File: config.mk
export PLATFORM = sky130hd
export DESIGN_NAME = mem_stream_reader
export DESIGN_NICKNAME = d
export VERILOG_FILES = /design/src/rtl/mem_stream_reader.sv
export SDC_FILE = /design/constraint.sdc
export NUM_CORES = 1
export LEC_CHECK = 0
export ABC_AREA = 1
export BUFFER_PORTS_ARGS = -buffer_cell sky130_fd_sc_hd__buf_2
export CAP_MARGIN = 20
export CORE_ASPECT_RATIO = 0.6
export CORE_MARGIN = 5
export CORE_UTILIZATION = 45
export DETAILED_ROUTE_END_ITERATION = 7
export GPL_ROUTABILITY_DRIVEN = 0
export SLEW_MARGIN = 25
export SYNTH_ARGS = -nofsm -noshare
export SYNTH_HDL_FRONTEND = slang
export SYNTH_SLANG_ARGS = --single-unit
export TNS_END_PERCENT = 100
File: constraint.sdc
create_clock -name clk -period 3.34 [get_ports clk]
set_clock_uncertainty 0.15 [all_clocks]
set_input_delay 0.334 -clock clk [delete_from_list [all_inputs] [get_ports clk]]
set_output_delay 0.334 -clock clk [all_outputs]
set_load 0.1 [all_outputs]
File: src/rtl/mem_stream_reader.sv
// mem_stream_reader
// Read-side streaming engine: on a start pulse it walks a block of
// consecutive 32-bit words through the data memory's combinational read
// port and hands them downstream through a small FIFO as a valid/ready
// stream with a per-word last flag.
//
// Optional feature: define MEM_STREAM_STRIDE_EN to add a stride_i port
// (byte stride, latched at start, low two bits ignored). Without it the
// address always advances by one word (4 bytes).

module mem_stream_reader #(
  parameter int ADDR_WIDTH = 10,
  parameter int DATA_WIDTH = 32,
  parameter int LEN_WIDTH  = 8,
  parameter int FIFO_DEPTH = 4
) (
  input  logic                  clk,
  input  logic                  rst_n,
  input  logic                  start_i,
  input  logic [ADDR_WIDTH-1:0] base_addr_i,
  input  logic [LEN_WIDTH-1:0]  len_i,
`ifdef MEM_STREAM_STRIDE_EN
  input  logic [ADDR_WIDTH-1:0] stride_i,
`endif
  output logic                  busy_o,
  output logic                  done_o,
  output logic [ADDR_WIDTH-1:0] mem_addr_o,
  output logic                  mem_we_o,
  output logic [3:0]            mem_transfer_o,
  input  logic [DATA_WIDTH-1:0] mem_data_i,
  output logic [DATA_WIDTH-1:0] strm_data_o,
  output logic                  strm_valid_o,
  output logic                  strm_last_o,
  input  logic                  strm_ready_i
);

  localparam int PTR_W = (FIFO_DEPTH > 1) ? $clog2(FIFO_DEPTH) : 1;
  localparam int CNT_W = PTR_W + 1;
  localparam logic [ADDR_WIDTH-1:0] WORD_MASK = ~ADDR_WIDTH'(3);
  localparam logic [CNT_W-1:0]      FIFO_FULL = CNT_W'(FIFO_DEPTH);

  typedef enum logic [1:0] {
    S_IDLE,
    S_RUN,
    S_DRAIN,
    S_DONE
  } state_e;

  state_e                  state_q, state_d;
  logic [ADDR_WIDTH-1:0]   addr_q, addr_d;
  logic [ADDR_WIDTH-1:0]   step;
  logic [LEN_WIDTH-1:0]    len_q, len_d;
  logic [LEN_WIDTH-1:0]    issued_q, issued_d;
  logic [LEN_WIDTH-1:0]    popped_q, popped_d;
  logic                    busy_q, busy_d;
  logic                    done_q, done_d;

  logic [DATA_WIDTH-1:0]   fifo_data_q [FIFO_DEPTH];
  logic [FIFO_DEPTH-1:0]   fifo_last_q;
  logic [PTR_W-1:0]        wr_ptr_q, wr_ptr_d;
  logic [PTR_W-1:0]        rd_ptr_q, rd_ptr_d;
  logic [CNT_W-1:0]        count_q, count_d;

  logic                    push;
  logic                    pop;
  logic                    can_accept;
  logic                    push_last;

`ifdef MEM_STREAM_STRIDE_EN
  logic [ADDR_WIDTH-1:0]   stride_q, stride_d;
  assign step = stride_q & WORD_MASK;
`else
  assign step = ADDR_WIDTH'(4);
`endif

  // A word leaves when the head is valid and downstream is ready; a read is
  // issued whenever words remain and the FIFO has (or is freeing) a slot.
  assign pop        = strm_valid_o & strm_ready_i;
  assign can_accept = (count_q < FIFO_FULL) | pop;
  assign push       = (state_q == S_RUN) && (issued_q < len_q) && can_accept;
  assign push_last  = (issued_q + LEN_WIDTH'(1)) == len_q;

  // Next-state and control-register logic for the transfer FSM.
  always_comb begin
    // NOTE: every signal gets a default first so no path leaves it unassigned (no latch).
    state_d  = state_q;
    addr_d   = addr_q;
    len_d    = len_q;
    issued_d = issued_q;
    popped_d = popped_q + LEN_WIDTH'(pop);
    busy_d   = busy_q;
    done_d   = 1'b0;
`ifdef MEM_STREAM_STRIDE_EN
    stride_d = stride_q;
`endif
    unique case (state_q)
      S_IDLE: begin
        if (start_i) begin
          addr_d   = base_addr_i & WORD_MASK;
          len_d    = len_i;
          issued_d = '0;
          popped_d = '0;
          busy_d   = 1'b1;
`ifdef MEM_STREAM_STRIDE_EN
          stride_d = stride_i;
`endif
          state_d  = (len_i == '0) ? S_DONE : S_RUN;
        end
      end
      S_RUN: begin
        if (push) begin
          addr_d   = addr_q + step;
          issued_d = issued_q + LEN_WIDTH'(1);
          if (push_last) state_d = S_DRAIN;
        end
      end
      S_DRAIN: begin
        if (popped_d == len_q) state_d = S_DONE;
      end
      S_DONE: begin
        busy_d  = 1'b0;
        done_d  = 1'b1;
        state_d = S_IDLE;
      end
      default: state_d = S_IDLE;
    endcase
  end

  // Transfer FSM and its registered outputs.
  always_ff @(posedge clk or negedge rst_n) begin
    if (!rst_n) begin
      // NOTE: sequential state uses non-blocking (<=) so all flops update together at the edge.
      state_q  <= S_IDLE;
      addr_q   <= '0;
      len_q    <= '0;
      issued_q <= '0;
      popped_q <= '0;
      busy_q   <= 1'b0;
      done_q   <= 1'b0;
`ifdef MEM_STREAM_STRIDE_EN
      stride_q <= '0;
`endif
    end else begin
      state_q  <= state_d;
      addr_q   <= addr_d;
      len_q    <= len_d;
      issued_q <= issued_d;
      popped_q <= popped_d;
      busy_q   <= busy_d;
      done_q   <= done_d;
`ifdef MEM_STREAM_STRIDE_EN
      stride_q <= stride_d;
`endif
    end
  end

  // FIFO pointer and occupancy update; simultaneous push and pop cancel.
  always_comb begin
    wr_ptr_d = wr_ptr_q + PTR_W'(push);
    rd_ptr_d = rd_ptr_q + PTR_W'(pop);
    count_d  = count_q + CNT_W'(push) - CNT_W'(pop);
  end

  // FIFO pointers, occupancy and word/last storage.
  always_ff @(posedge clk or negedge rst_n) begin
    if (!rst_n) begin
      wr_ptr_q    <= '0;
      rd_ptr_q    <= '0;
      count_q     <= '0;
      fifo_last_q <= '0;
      // NOTE: the storage is reset because its head drives strm_data_o, which must read 0 out of reset.
      for (int i = 0; i < FIFO_DEPTH; i++) fifo_data_q[i] <= '0;
    end else begin
      wr_ptr_q <= wr_ptr_d;
      rd_ptr_q <= rd_ptr_d;
      count_q  <= count_d;
      if (push) begin
        fifo_data_q[wr_ptr_q] <= mem_data_i;
        fifo_last_q[wr_ptr_q] <= push_last;
      end
    end
  end

  assign busy_o         = busy_q;
  assign done_o         = done_q;
  assign mem_addr_o     = addr_q;
  assign mem_we_o       = 1'b0;
  assign mem_transfer_o = 4'b0000;
  assign strm_valid_o   = (count_q != '0);
  assign strm_data_o    = fifo_data_q[rd_ptr_q];
  assign strm_last_o    = strm_valid_o & fifo_last_q[rd_ptr_q];

endmodule
* Word-level counts from Yosys, hierarchy flattened
Cells that the tools add are included.
** Word-level totals
- Flip-flop bits (word level) :: 177
- Output and inout port bits :: 51
** Operators by class
- $add $sub $neg :: 7
- Order comparisons :: 8
- Equal/unequal tests :: 9
- Mux-type cells :: 28
- Bitwise operators :: 5
- Reduce and logical (&&, ||, !) cells :: 13
** Operators by type and width (count)
- 128-bit bitwise mux :: 1
- 32-bit two-way mux :: 3
- 32-bit binary-select mux with 2-bit select :: 1
- 32-bit demux with 2-bit select :: 1
- 8-bit two-way mux :: 4
- 10-bit two-way mux :: 2
- 10-bit case mux with 2 select lines :: 1
- 8-bit == test :: 2
- 8-bit case mux with 2 select lines :: 1
- 10-bit by 3-bit adder with 10-bit output (second input constant) :: 1
- 2-bit two-way mux :: 5
- 8-bit by 1-bit adder with 8-bit output :: 1
- 8-bit by 1-bit adder with 8-bit output (second input constant) :: 1
- 8-bit zero test :: 1
- 8-bit less-than comparator :: 1
- 2-bit inequality test (second input constant) :: 4
- 2-bit case mux with 4 select lines :: 1
- 3-bit greater-or-equal comparator (second input constant) :: 2
- 2-bit by 3-bit less-than comparator with 1-bit output (second input constant) :: 2
- 2-bit inverter with 3-bit output :: 2
- 2-bit by 1-bit adder with 2-bit output :: 2
- 4-bit bitwise mux :: 1
- 2-bit == test (second input constant) :: 2
- 1-bit logical AND :: 4
- 18 further kinds :: 24

* Logic depth before layout (Yosys ltp)
- Word-level depth :: 6
- Mapped depth :: 17
- Mapped depth without buffers :: 17

* Least setup slack after synthesis
No wires, ideal clock.
- Path type :: reg2out
- Start :: reg rd_ptr_q[0]
- End :: out strm_data_o[13]
- Arrival time :: 2.523 ns
- Data required time :: 2.856 ns
- Setup slack :: 0.333 ns
- Cell stages (with the launch flop) :: 6
- Buffers on the path :: 2
- Path through :: dfrtp_1 > inv_1 > clkbuf_1 > clkbuf_1 > o21ai_0 > o22ai_1
** Between the ends
- Word-level cells in the longest chain between the ends :: 4
** Ends and longest elaborated chain
- start, declared :: line 61 : logic [PTR_W-1:0] rd_ptr_q, rd_ptr_d;
- start signal, assigned :: line 175 : rd_ptr_q <= rd_ptr_d;
- 2-bit inverter with 3-bit output (implied by the code) :: line 190 : assign strm_data_o = fifo_data_q[rd_ptr_q];
- 32-bit binary-select mux with 2-bit select :: line 190
- 32-bit two-way mux (implied by the code) (2 in series) :: line 190
- end, declared :: line 31 : output logic [DATA_WIDTH-1:0] strm_data_o,
Every way passes these cells. The select of a mux whose other input is x is not followed.

* Final worst setup path
- Start :: reg count_q[1]
- End :: reg state_q[0]
** Between the ends
- Word-level cells in the longest chain between the ends :: 6
** Ends and longest elaborated chain
- start, declared :: line 62 : logic [CNT_W-1:0] count_q, count_d;
- start signal, assigned :: line 176 : count_q <= count_d;
- 3-bit nonzero test :: line 189 : assign strm_valid_o = (count_q != '0);
- 1-bit AND :: line 78 : assign pop = strm_valid_o & strm_ready_i;
- 8-bit by 1-bit adder with 8-bit output or 1-bit OR (tied branches) :: line 90, 79
- 8-bit == test or 1-bit logical AND (tied branches) :: line 118, 80
- 2-bit inequality test (no source line)
- 4-bit AND reduction (no source line) *
- end signal, assigned :: line 144 : state_q <= state_d;
- end, declared :: line 49 : state_e state_q, state_d;
Mark *: on every way between the ends. The rest lies on a longest branch, timed or not.
A chain may end at the register's enable or synchronous reset.

==> flow_summary.json <==
{
  "cts_tree": "yes",
  "drc_errors": 0,
  "crit_path_max_fanout": 4,
  "tightest_slew_ns": 0.789,
  "ys_types": 39,
  "core_region_area_mm2": 0.0190,
  "ys_seq_elements": 175,
  "cp-end-kind": "register",
  "netlist_area_mm2": 0.00866,
  "critical_path_arrival_ns": 3.18,
  "fp.dieW_um": 189,
  "drt_wl_total_um": 20700,
  "cts_buffers": 17,
  "rsz0062_at_grt": "false",
  "fillers": 1751,
  "num_rows": 39,
  "cts.path.max_buffers": 2,
  "dieHeight_um": 117,
  "startpoint_type": "register",
  "drtIter0Drc": 578,
  "port_buffers": 95,
  "vias": 6882,
  "pin_count": 105,
  "dieArea_mm2": 0.0222,
  "synth_seq_area_share": 0.505,
  "seq_area_mm2": 0.00438,
  "path_clk_slew_ns": 0.07,
  "grt_pass1_wl_um": 34600,
  "drive_above_1_share": 0.166,
  "crit_required_ns": 3.51,
  "grt_max_degree": 84,
  "cts.sinks": 175,
  "detail_route.vias_per_cell": 5.07,
  "yosysWarnings": 0,
  "postPlaceCellArea_mm2": 0.00972,
  "relSlewSlack": 0.474,
  "post-route-period-util": 0.901,
  "hold_ws_ns": 0.0240,
  "grt_pass1_vias": 6554,
  "postLayoutCellArea_mm2": 0.0104,
  "avgSynthCellArea_um2": 8.49,
  "dr.pass1.iters": 5,
  "finalMaxSlewViolations": 0,
  "gr-usage-all-layers": 0.193,
  "cts_setup_buffers": 0,
  "grt-ovfl-total": 0,
  "clock.fmax_mhz": 332,
  "tns_ns": 0,
  "nets": 1174,
  "wl_per_cell_um": 15.2,
  "areaGrowthSynthToFinish_pct": 19.7,
  "period_minus_slack_ns": 3.01,
  "hold_class": "in2reg",
  "start_util": 0.456,
  "cts_resized": 0,
  "root_buffer": "clkbuf_16",
  "grt_antenna_before_repair": 0,
  "antenna_cells": 0,
  "multi_input_area_mm2": 0.00357,
  "synth_cells": 1020,
  "setup_violations": 0,
  "maxCapViolations": 0,
  "clkLatencyLatePin_ns": 0.43,
  "status": "complete, no violations",
  "hpwl_um": 13400,
  "htreeDepth": 4,
  "timing_hold_violations_final": 0,
  "crit_type": "reg2reg",
  "antenna_left": 0
}
[worst paths after layout]
kind,start,endpoint,slack (ns),depth (start not counted)
max,count_q[1],state_q[0],0.33,16
min,len_i[2],len_q[2],0.02,3
max reg2reg,count_q[1],state_q[0],0.33,16
min reg2reg,fifo_data_q[45],fifo_data_q[45],0.33,2
max in group asynchronous,rst_n,fifo_data_q[63],1.82,3
min in group asynchronous,rst_n,mem_addr_o[2],0.34,2
[worst max-delay path: stages (launching register included)]
cell	delay (ns)
dfrtp_1	0.40
nor3_1	0.42
nor2_1	0.18
ha_1	0.27
ha_1	0.21
nand2_1	0.15
inv_1	0.12
nand2_1	0.10
nand2_1	0.07
nand3_1	0.07
nand2_1	0.05
nor2_1	0.17
nand3_1	0.18
nand2_1	0.16
nand3_2	0.09
nand2_1	0.06
nand2_1	0.05
[flip-flops by register name (all words and copies together) (netlist names), 3 cells and up]
register     cells
fifo_data_q    128
count_q          3
issued_q         8
fifo_last_q      4
len_q            8
mem_addr_o       8
popped_q         8
[timing repair]
action,4_1_cts,5_1_grt
endpoints found under the hold margin,85,0
hold buffers,6,0
setup endpoints to repair,0,0
[synth_stat cells]
library cell / number / area, um2
clkinv_1: 1 / 3.75
fa_1: 1 / 20.0
nand2_2: 3 / 18.8
dfrtp_1: 175 / 4380
a2bb2oi_1: 1 / 8.76
nand3_2: 2 / 20.0
buf_2: 5 / 25.0
ha_1: 20 / 250
buf_6: 20 / 225
clkbuf_1: 29 / 109
nand3b_1: 1 / 7.51
nor2_1: 98 / 368
nor3_1: 1 / 5.00
nand3_1: 32 / 160
buf_4: 8 / 60.1
xnor2_1: 4 / 35.0
or2_2: 1 / 6.26
nor3b_1: 1 / 7.51
nor4_1: 2 / 12.5
o21ai_0: 127 / 636
xor2_1: 6 / 52.6
nand2_1: 238 / 893
nor2_2: 2 / 12.5
inv_4: 1 / 6.26
and2_1: 1 / 6.26
o21ai_2: 27 / 236
o21bai_1: 2 / 15.0
mux2i_1: 5 / 50.1
conb_1: 1 / 3.75
a21oi_4: 1 / 16.3
a21o_1: 1 / 7.51
inv_1: 81 / 304
a21oi_1: 9 / 45.0
o22ai_1: 32 / 200
nand4_1: 3 / 18.8
a21boi_2: 1 / 11.3
nand3_4: 2 / 35.0
o21ai_1: 74 / 370
nand4_4: 1 / 21.3
[cell usage in the layout (no fill, tap or decap), types with 2 or more instances in the layout]
cell type	count
xnor2_1	4
buf_2	61
buf_12	37
o21ai_0	127
clkinv_4	3
dlygate4sd3_1	6
nand3_2	2
inv_8	2
nor4_1	2
o21bai_1	2
inv_6	3
buf_4	11
nand3_1	32
nor2_1	98
nand3_4	2
nor2_2	2
mux2i_1	5
dfrtp_1	174
o21ai_2	27
conb_1	7
inv_1	80
nand4_1	3
ha_1	20
nand2_2	3
nand2_1	238
o22ai_1	32
xor2_1	6
o21ai_1	74
clkinvlp_4	4
clkbuf_16	17
a21oi_1	9
[area by class of cell]
class                   instances  share of cell area
flip-flops and latches        175               0.423
clock inverters                14              0.0146
well taps                     246              0.0297
clock buffers                  18              0.0424
repair buffers                116               0.116
inverters                      83              0.0303
multi-input cells             706               0.345
[stage by stage]
| stage | util | instances | setup slack, ns |
|---|---|---|---|
| 6_report | 0.546 | 1358 | 0.330 |
| 2_1_floorplan | - | 1026 | 0.333 |
| 5_1_grt | 0.546 | 1358 | 0.108 |
| 3_3_place_gp | 0.512 | 1320 | 0.498 |
| 3_5_place_dp | 0.512 | 1320 | 0.356 |
| 4_1_cts | 0.546 | 1358 | 0.351 |
[per-layer routing]
metal | track usage | routed length (um) | vias to the layer above | part of all wire
met2 | 0.272 | 8480 | 160 | 0.41
li1 | - | - | 3511 | -
met1 | 0.304 | 11000 | 3198 | 0.53
met5 | 0 | 0 | - | 0
met3 | 0.0406 | 1060 | 13 | 0.051
met4 | 0.0409 | 136 | 0 | 0.0066
[logic make-up (layout without fill, tap and decap cells)]
kind of cell / after synthesis / after routing / synth area share
AOI/OAI and AO/OA: 275 / 275 / 0.179
xor gates and xnor gates: 10 / 10 / 0.0101
adders and majority gates: 21 / 21 / 0.0312
buffers and inverters: 145 / 231 / 0.0846
DFF: 175 / 175 / 0.505
muxes: 5 / 5 / 0.00578
other: 1 / 7 / 0.000433
and+or+nand+nor: 388 / 388 / 0.184
Power is not shown: default switching activity piles up to over one toggle a cycle in this logic, so the estimate is an artifact.
